$ cat src/rtl/lsu_ctrl.sv
// Load/store unit: one data-memory transaction per request over a valid/ready
// bus, with byte-lane placement on stores and right-aligned raw data on loads.

package lsu_ctrl_pkg;
    localparam int unsigned MEM_SIZE_WIDTH = 3;
    localparam logic [MEM_SIZE_WIDTH-1:0] MEM_BYTE   = 3'd0;
    localparam logic [MEM_SIZE_WIDTH-1:0] MEM_HALF   = 3'd1;
    localparam logic [MEM_SIZE_WIDTH-1:0] MEM_WORD   = 3'd2;
    localparam logic [MEM_SIZE_WIDTH-1:0] MEM_BYTE_U = 3'd4;
    localparam logic [MEM_SIZE_WIDTH-1:0] MEM_HALF_U = 3'd5;
endpackage

module lsu_ctrl
    import lsu_ctrl_pkg::*;
#(
    parameter int unsigned XLEN    = 32,
    parameter int unsigned TIMEOUT = 255
) (
    input  logic                      clk,
    input  logic                      rst,
    input  logic                      req_valid,
    output logic                      req_ready,
    input  logic                      req_we,
    input  logic [MEM_SIZE_WIDTH-1:0] req_size,
    input  logic [XLEN-1:0]           req_addr,
    input  logic [XLEN-1:0]           req_wdata,
    output logic                      busy,
    output logic                      ld_valid,
    output logic [XLEN-1:0]           ld_data,
    output logic                      st_done,
    output logic                      err_misalign,
    output logic                      err_timeout,
    output logic                      dmem_valid,
    input  logic                      dmem_ready,
    output logic                      dmem_we,
    output logic [XLEN-1:0]           dmem_addr,
    output logic [3:0]                dmem_wstrb,
    output logic [XLEN-1:0]           dmem_wdata,
    input  logic                      dmem_rvalid,
    input  logic [XLEN-1:0]           dmem_rdata
);

    localparam int unsigned CNT_W = $clog2(TIMEOUT + 1);
    localparam logic [CNT_W-1:0] CNT_LAST = CNT_W'(TIMEOUT - 1);

    // Internal access-width encoding; signed/unsigned codes collapse here.
    localparam logic [1:0] SZ_B = 2'd0;
    localparam logic [1:0] SZ_H = 2'd1;
    localparam logic [1:0] SZ_W = 2'd2;

    typedef enum logic [1:0] {
        IDLE = 2'd0,
        REQ  = 2'd1,
        WAIT = 2'd2,
        DONE = 2'd3
    } state_t;

    state_t            state_q, state_d;
    logic [CNT_W-1:0]  cnt_q, cnt_d;
    logic [1:0]        off_q, off_d;
    logic [1:0]        sz_q, sz_d;

    logic              dmem_valid_d, dmem_we_d;
    logic [XLEN-1:0]   dmem_addr_d, dmem_wdata_d;
    logic [3:0]        dmem_wstrb_d;
    logic              ld_valid_d, st_done_d, err_misalign_d, err_timeout_d;
    logic [XLEN-1:0]   ld_data_d;

    logic [1:0]        req_sz;
    logic              misalign;
    logic [3:0]        req_strb;
    logic [XLEN-1:0]   req_rep;
    logic [XLEN-1:0]   rd_shift;
    logic [XLEN-1:0]   rd_aligned;

    assign req_ready = (state_q == IDLE);
    assign busy      = (state_q != IDLE);

    // Decode the incoming request: width, alignment, lanes and replicated data.
    always_comb begin
        req_sz   = SZ_W;
        misalign = 1'b0;
        req_strb = 4'b1111;
        req_rep  = req_wdata;
        if (req_size == MEM_BYTE || req_size == MEM_BYTE_U) begin
            req_sz   = SZ_B;
            req_strb = 4'b0001 << req_addr[1:0];
            req_rep  = XLEN'({4{req_wdata[7:0]}});
        end else if (req_size == MEM_HALF || req_size == MEM_HALF_U) begin
            req_sz   = SZ_H;
            misalign = req_addr[0];
            req_strb = 4'b0011 << req_addr[1:0];
            req_rep  = XLEN'({2{req_wdata[15:0]}});
        end else begin
            misalign = (req_addr[1:0] != 2'b00);
        end
    end

    // Right-align the returned word and mask it to the access width.
    always_comb begin
        rd_shift = dmem_rdata >> {off_q, 3'b000};
        case (sz_q)
            SZ_B:    rd_aligned = XLEN'(rd_shift[7:0]);
            SZ_H:    rd_aligned = XLEN'(rd_shift[15:0]);
            default: rd_aligned = rd_shift;
        endcase
    end

    // Next-state and next-output logic.
    always_comb begin
        state_d        = state_q;
        cnt_d          = cnt_q;
        off_d          = off_q;
        sz_d           = sz_q;
        dmem_valid_d   = dmem_valid;
        dmem_we_d      = dmem_we;
        dmem_addr_d    = dmem_addr;
        dmem_wstrb_d   = dmem_wstrb;
        dmem_wdata_d   = dmem_wdata;
        ld_data_d      = ld_data;
        ld_valid_d     = 1'b0;
        st_done_d      = 1'b0;
        err_misalign_d = 1'b0;
        err_timeout_d  = 1'b0;

        case (state_q)
            IDLE: begin
                if (req_valid) begin
                    if (misalign) begin
                        err_misalign_d = 1'b1;
                    end else begin
                        state_d      = REQ;
                        cnt_d        = '0;
                        off_d        = req_addr[1:0];
                        sz_d         = req_sz;
                        dmem_valid_d = 1'b1;
                        dmem_we_d    = req_we;
                        dmem_addr_d  = {req_addr[XLEN-1:2], 2'b00};
                        dmem_wstrb_d = req_strb;
                        dmem_wdata_d = req_rep;
                    end
                end
            end
            REQ: begin
                if (dmem_ready) begin
                    dmem_valid_d = 1'b0;
                    cnt_d        = cnt_q + CNT_W'(1);
                    if (dmem_we) begin
                        state_d   = DONE;
                        st_done_d = 1'b1;
                    end else begin
                        state_d = WAIT;
                    end
                end else if (cnt_q == CNT_LAST) begin
                    state_d       = IDLE;
                    dmem_valid_d  = 1'b0;
                    err_timeout_d = 1'b1;
                end else begin
                    cnt_d = cnt_q + CNT_W'(1);
                end
            end
            WAIT: begin
                if (dmem_rvalid) begin
                    state_d    = DONE;
                    ld_valid_d = 1'b1;
                    ld_data_d  = rd_aligned;
                end else if (cnt_q == CNT_LAST) begin
                    state_d       = IDLE;
                    err_timeout_d = 1'b1;
                end else begin
                    cnt_d = cnt_q + CNT_W'(1);
                end
            end
            DONE: begin
                state_d = IDLE;
            end
            default: begin
                state_d = IDLE;
            end
        endcase
    end

    // State and registered outputs; synchronous reset drops any open request.
    always_ff @(posedge clk) begin
        if (rst) begin
            state_q      <= IDLE;
            cnt_q        <= '0;
            off_q        <= '0;
            sz_q         <= SZ_W;
            dmem_valid   <= 1'b0;
            dmem_we      <= 1'b0;
            dmem_addr    <= '0;
            dmem_wstrb   <= '0;
            dmem_wdata   <= '0;
            ld_data      <= '0;
            ld_valid     <= 1'b0;
            st_done      <= 1'b0;
            err_misalign <= 1'b0;
            err_timeout  <= 1'b0;
        end else begin
            state_q      <= state_d;
            cnt_q        <= cnt_d;
            off_q        <= off_d;
            sz_q         <= sz_d;
            dmem_valid   <= dmem_valid_d;
            dmem_we      <= dmem_we_d;
            dmem_addr    <= dmem_addr_d;
            dmem_wstrb   <= dmem_wstrb_d;
            dmem_wdata   <= dmem_wdata_d;
            ld_data      <= ld_data_d;
            ld_valid     <= ld_valid_d;
            st_done      <= st_done_d;
            err_misalign <= err_misalign_d;
            err_timeout  <= err_timeout_d;
        end
    end

endmodule

$ cat config.mk
export PLATFORM = sky130hd
export DESIGN_NAME = lsu_ctrl
export DESIGN_NICKNAME = d
export VERILOG_FILES = /design/src/rtl/lsu_ctrl.sv
export SDC_FILE = /design/constraint.sdc
export NUM_CORES = 1
export LEC_CHECK = 0
export CAP_MARGIN = 20
export CORE_AREA = 2 2 119 121
export DETAILED_ROUTE_END_ITERATION = 12
export DIE_AREA = 0 0 121 123
export GPL_TIMING_DRIVEN = 0
export HOLD_SLACK_MARGIN = 0.15
export PLACE_DENSITY = 0.76
export REMOVE_ABC_BUFFERS = 1
export SETUP_SLACK_MARGIN = 0.05
export SLEW_MARGIN = 5
export SYNTH_ARGS = -nofsm -noshare
export SYNTH_HDL_FRONTEND = slang
export SYNTH_SLANG_ARGS = --single-unit
$ cat constraint.sdc
create_clock -name clk -period 1.56 [get_ports clk]
set_input_delay 0.156 -clock clk [delete_from_list [all_inputs] [get_ports clk]]
set_output_delay 0.156 -clock clk [all_outputs]
set_load 0.05 [all_outputs]
==> impl_metrics.yaml <==
synthesis:
  synthTopCellsByArea: "dfxtp_1 45%, nand2_1 11%, a21oi_1 6.2%"
  synth-edff-count: 0
  syn_area_sq_um: 5250
  synth_top_area_share_pct: 45.0
  syn_inst: 649
  synth_cell_types: 42
  ys_ff_latch: 118
  synth-main-ff-cell: "dfxtp_1"
  ys_warn_count: 0
  ys_async_sr_fraction_pct: 0
  synth_top_area_cell: "dfxtp_1"
  syn_avg_cell_area_sq_um: 8.08
  seq_area_frac_synth_pct: 45.0
cells_and_area:
  fillers: 1010
  n_antenna_cell: 0
  register_area_sq_um: 2370
  layout.nets: 1022
  final_common_cell: "dfxtp_1"
  final_cell_mix: "114 x dfxtp_1, 104 x nand2_1, 98 x clkdlybuf4s50_1"
  final_area_sq_um: 9670
  fin_util_pct: 71.0
  syn_to_final_growth_pct: 84.3
  multi_input_area_sq_um: 3410
  drive_above_1_share_pct: 30.4
floorplanning:
  fp.dieH_um: 123
  fp.dieArea_sq_um: 14900
  core_area_sq_um: 13600
  die_w_um: 121
  initial_core_util_pct: 38.5
  io_pins: 213
  row_count: 43
timing:
  period_needed_ps: 1670
  worst_slew_pin_slew_ps: 637
  max_freq_mhz: 598
  period_share_pct: 107
  fin_ws_ps: -112
  slew_headroom_pct: 57.4
  hold_viol_final: 0
  slew_viol_final: 0
  rsz0062_at_grt: "yes"
  setup_violations: 35
  finalClockSkew_ps: 6.24
routing:
  drt-total-wl_um: 19300
  wl_met3_um: 1810
  routedWlPerCell_um: 17.6
  ant_nets: 0
  wl_met1_um: 7590
  drc_errors: 0
  wl_met2_um: 9390
  dr_total_vias: 5832
  drtIter0Drc: 342
  dr.max_layer_used: "met4"
  first_pass_iters: 5
  routed_via_density: 5.30
min_path:
  min_path_type: "in2reg"
  hp-start: "req_addr[0]"
  whs_endpoint: "err_misalign"
  worstHoldPathCells: 3
global_routing:
  grt_antenna_before_repair: 0
  grt_max_degree: 65
  grtUsageTotal_pct: 23.3
  overflow: 0
  grt_pass1_vias: 5404
  grt_pass1_wl_um: 27200
place:
  placed_area_sq_um: 7550
  dp_hpwl_um: 10800
  routabilityCongestion: 0.793
  port_buffers: 209
outcome:
  status: "complete, but fails checks"
  violations: "setup timing"
power_and_ir_drop:
  p_leak_nw: 4.12
  vdd_drop_max_mv: 0.736
  power_density_nw_per_um2: 1080
clock_tree:
  clkLatencyLatePin_ps: 410
  cts_max_level: 4
  clk_path_buf_depth: 2
  cts_root_buffer: "clkbuf_16"
  clock-sinks: 118
  cts_buffers: 17
  cts_tree: "yes"
  clk_pin_slew_ps: 60
job:
  drv_cap: 0
worst_setup_path:
  critPathKind: "reg2reg"
  path_cells: "inv_4 -> ha_4 -> inv_4 -> nor4_4 -> buf_6 -> buf_6 -> buf_12 -> buf_8 -> nor2_2 -> a211oi_2"
  timing.rr.start: "state_q[1]"
  r2r_end: "dmem_wdata[18]"
  crit_arrival_ps: 1990
  slowest_delay_ps: 350
  r2r_slack_ps: -110
  crit_cells: 10
  cp.required_ps: 1880
  path_delay_family: "buffers and inverters"
  critPathBufInv: 6
  critical_path.slowest_cell: "dfxtp_4"
  end_kind: "register"
  cp-start-kind: "register"
  worst_r2r_path_depth: 10
  path_max_fanout: 4
==> worst register-to-register path, stage by stage (launching register included) <==
cell,delay [ps]
dfxtp_4,350
inv_4,60
ha_4,160
inv_4,40
nor4_4,170
buf_6,150
buf_6,110
buf_12,120
buf_8,120
nor2_2,40
a211oi_2,250
==> per-layer routing <==
| layer | vias up | track usage [%] |
|---|---|---|
| met5 | - | 0 |
| met2 | 274 | 37.9 |
| met3 | 46 | 8.53 |
| li1 | 2765 | - |
| met1 | 2747 | 27.7 |
| met4 | 0 | 10.0 |
==> cell families (layout without fill, tap and decap cells) <==
| kind of cell | count (synthesis) | count (layout) | synth area share [%] |
|---|---|---|---|
| mux | 40 | 40 | 7.82 |
| flops | 118 | 118 | 45.0 |
| compound gates | 169 | 169 | 19.8 |
| other cells | 1 | 2 | 0.0715 |
| fa+ha+maj | 10 | 10 | 2.38 |
| buf+inv | 62 | 331 | 5.10 |
| simple gates | 249 | 250 | 19.8 |
==> stage by stage <==
stage,worst slack (ps),std cells,TNS [ps],power (mW),hold slack [ps]
after global placement,-4400,989,-422300,5.58,441
after CTS,-140,1076,-3850,10.2,152
after floorplan,-2360,600,-176160,4.65,225
after detailed placement,-1740,1001,-128920,5.67,446
after global routing,-195,1100,-5540,10.8,206
final,-112,1100,-1530,10.5,161
==> registers in the layout (all words and copies together) (netlist names), 2 cells and up <==
| name | cells |
|---|---|
| off_q | 2 |
| ld_data | 32 |
| dmem_wdata | 32 |
| sz_q | 2 |
| state_q | 2 |
| dmem_addr | 30 |
| cnt_q | 8 |
| dmem_wstrb | 4 |
==> how the worst max path moves through the flow <==
stage                           start             end  slack [ps]
after CTS                  state_q[1]   dmem_addr[13]        -140
after floorplan            state_q[0]  dmem_wdata[10]       -2360
after detailed placement  req_size[0]   dmem_wstrb[3]       -1740
after global routing       state_q[0]     ld_data[25]        -200
final                      state_q[1]  dmem_wdata[18]        -110
after global placement    req_size[1]   dmem_addr[12]       -4400
==> area by class of cell <==
type	instances	area share [%]
Clock inverter	12	1.57
Clock buffer	20	4.72
Tap cell	180	2.33
Sequential cell	118	24.5
Multi-Input combinational cell	471	35.3
Inverter	12	0.557
Timing Repair Buffer	287	31.0
==> power by group <==
group / total [mW] / switching [mW] / internal, mW
clock: 4.06 / 1.47 / 2.59
sequential: 3.32 / 0.116 / 3.20
combinational: 3.09 / 1.79 / 1.30
==> cell usage after synthesis, types with 2 or more instances <==
cell type	number
nand4_1	3
nor2b_1	8
nand3_1	4
and3_1	3
nand3b_1	3
clkbuf_1	32
mux2i_1	32
dfxtp_1	118
o21ai_0	38
a22oi_1	24
a21oi_1	65
a211oi_1	8
a31oi_1	4
inv_1	11
ha_1	10
mux2_2	8
a311oi_1	8
nor3_1	10
a2111oi_0	3
nor2_1	59
o31ai_1	2
o211ai_1	10
buf_1	2
or2_2	2
nand2_1	150
buf_2	10
nand2b_1	2
buf_4	6
==> timing repair <==
item / in CTS / in global routing
setup endpoints to repair: 221 / 114
pin swaps: 59 / 71
resized for setup: 274 / 140
gates cloned: 4 / 2
hold buffers: 0 / 2
hold endpoints to repair: 0 / 2
buffers inserted: 39 / 26
Note: power is estimated with default switching activity, not from simulation.
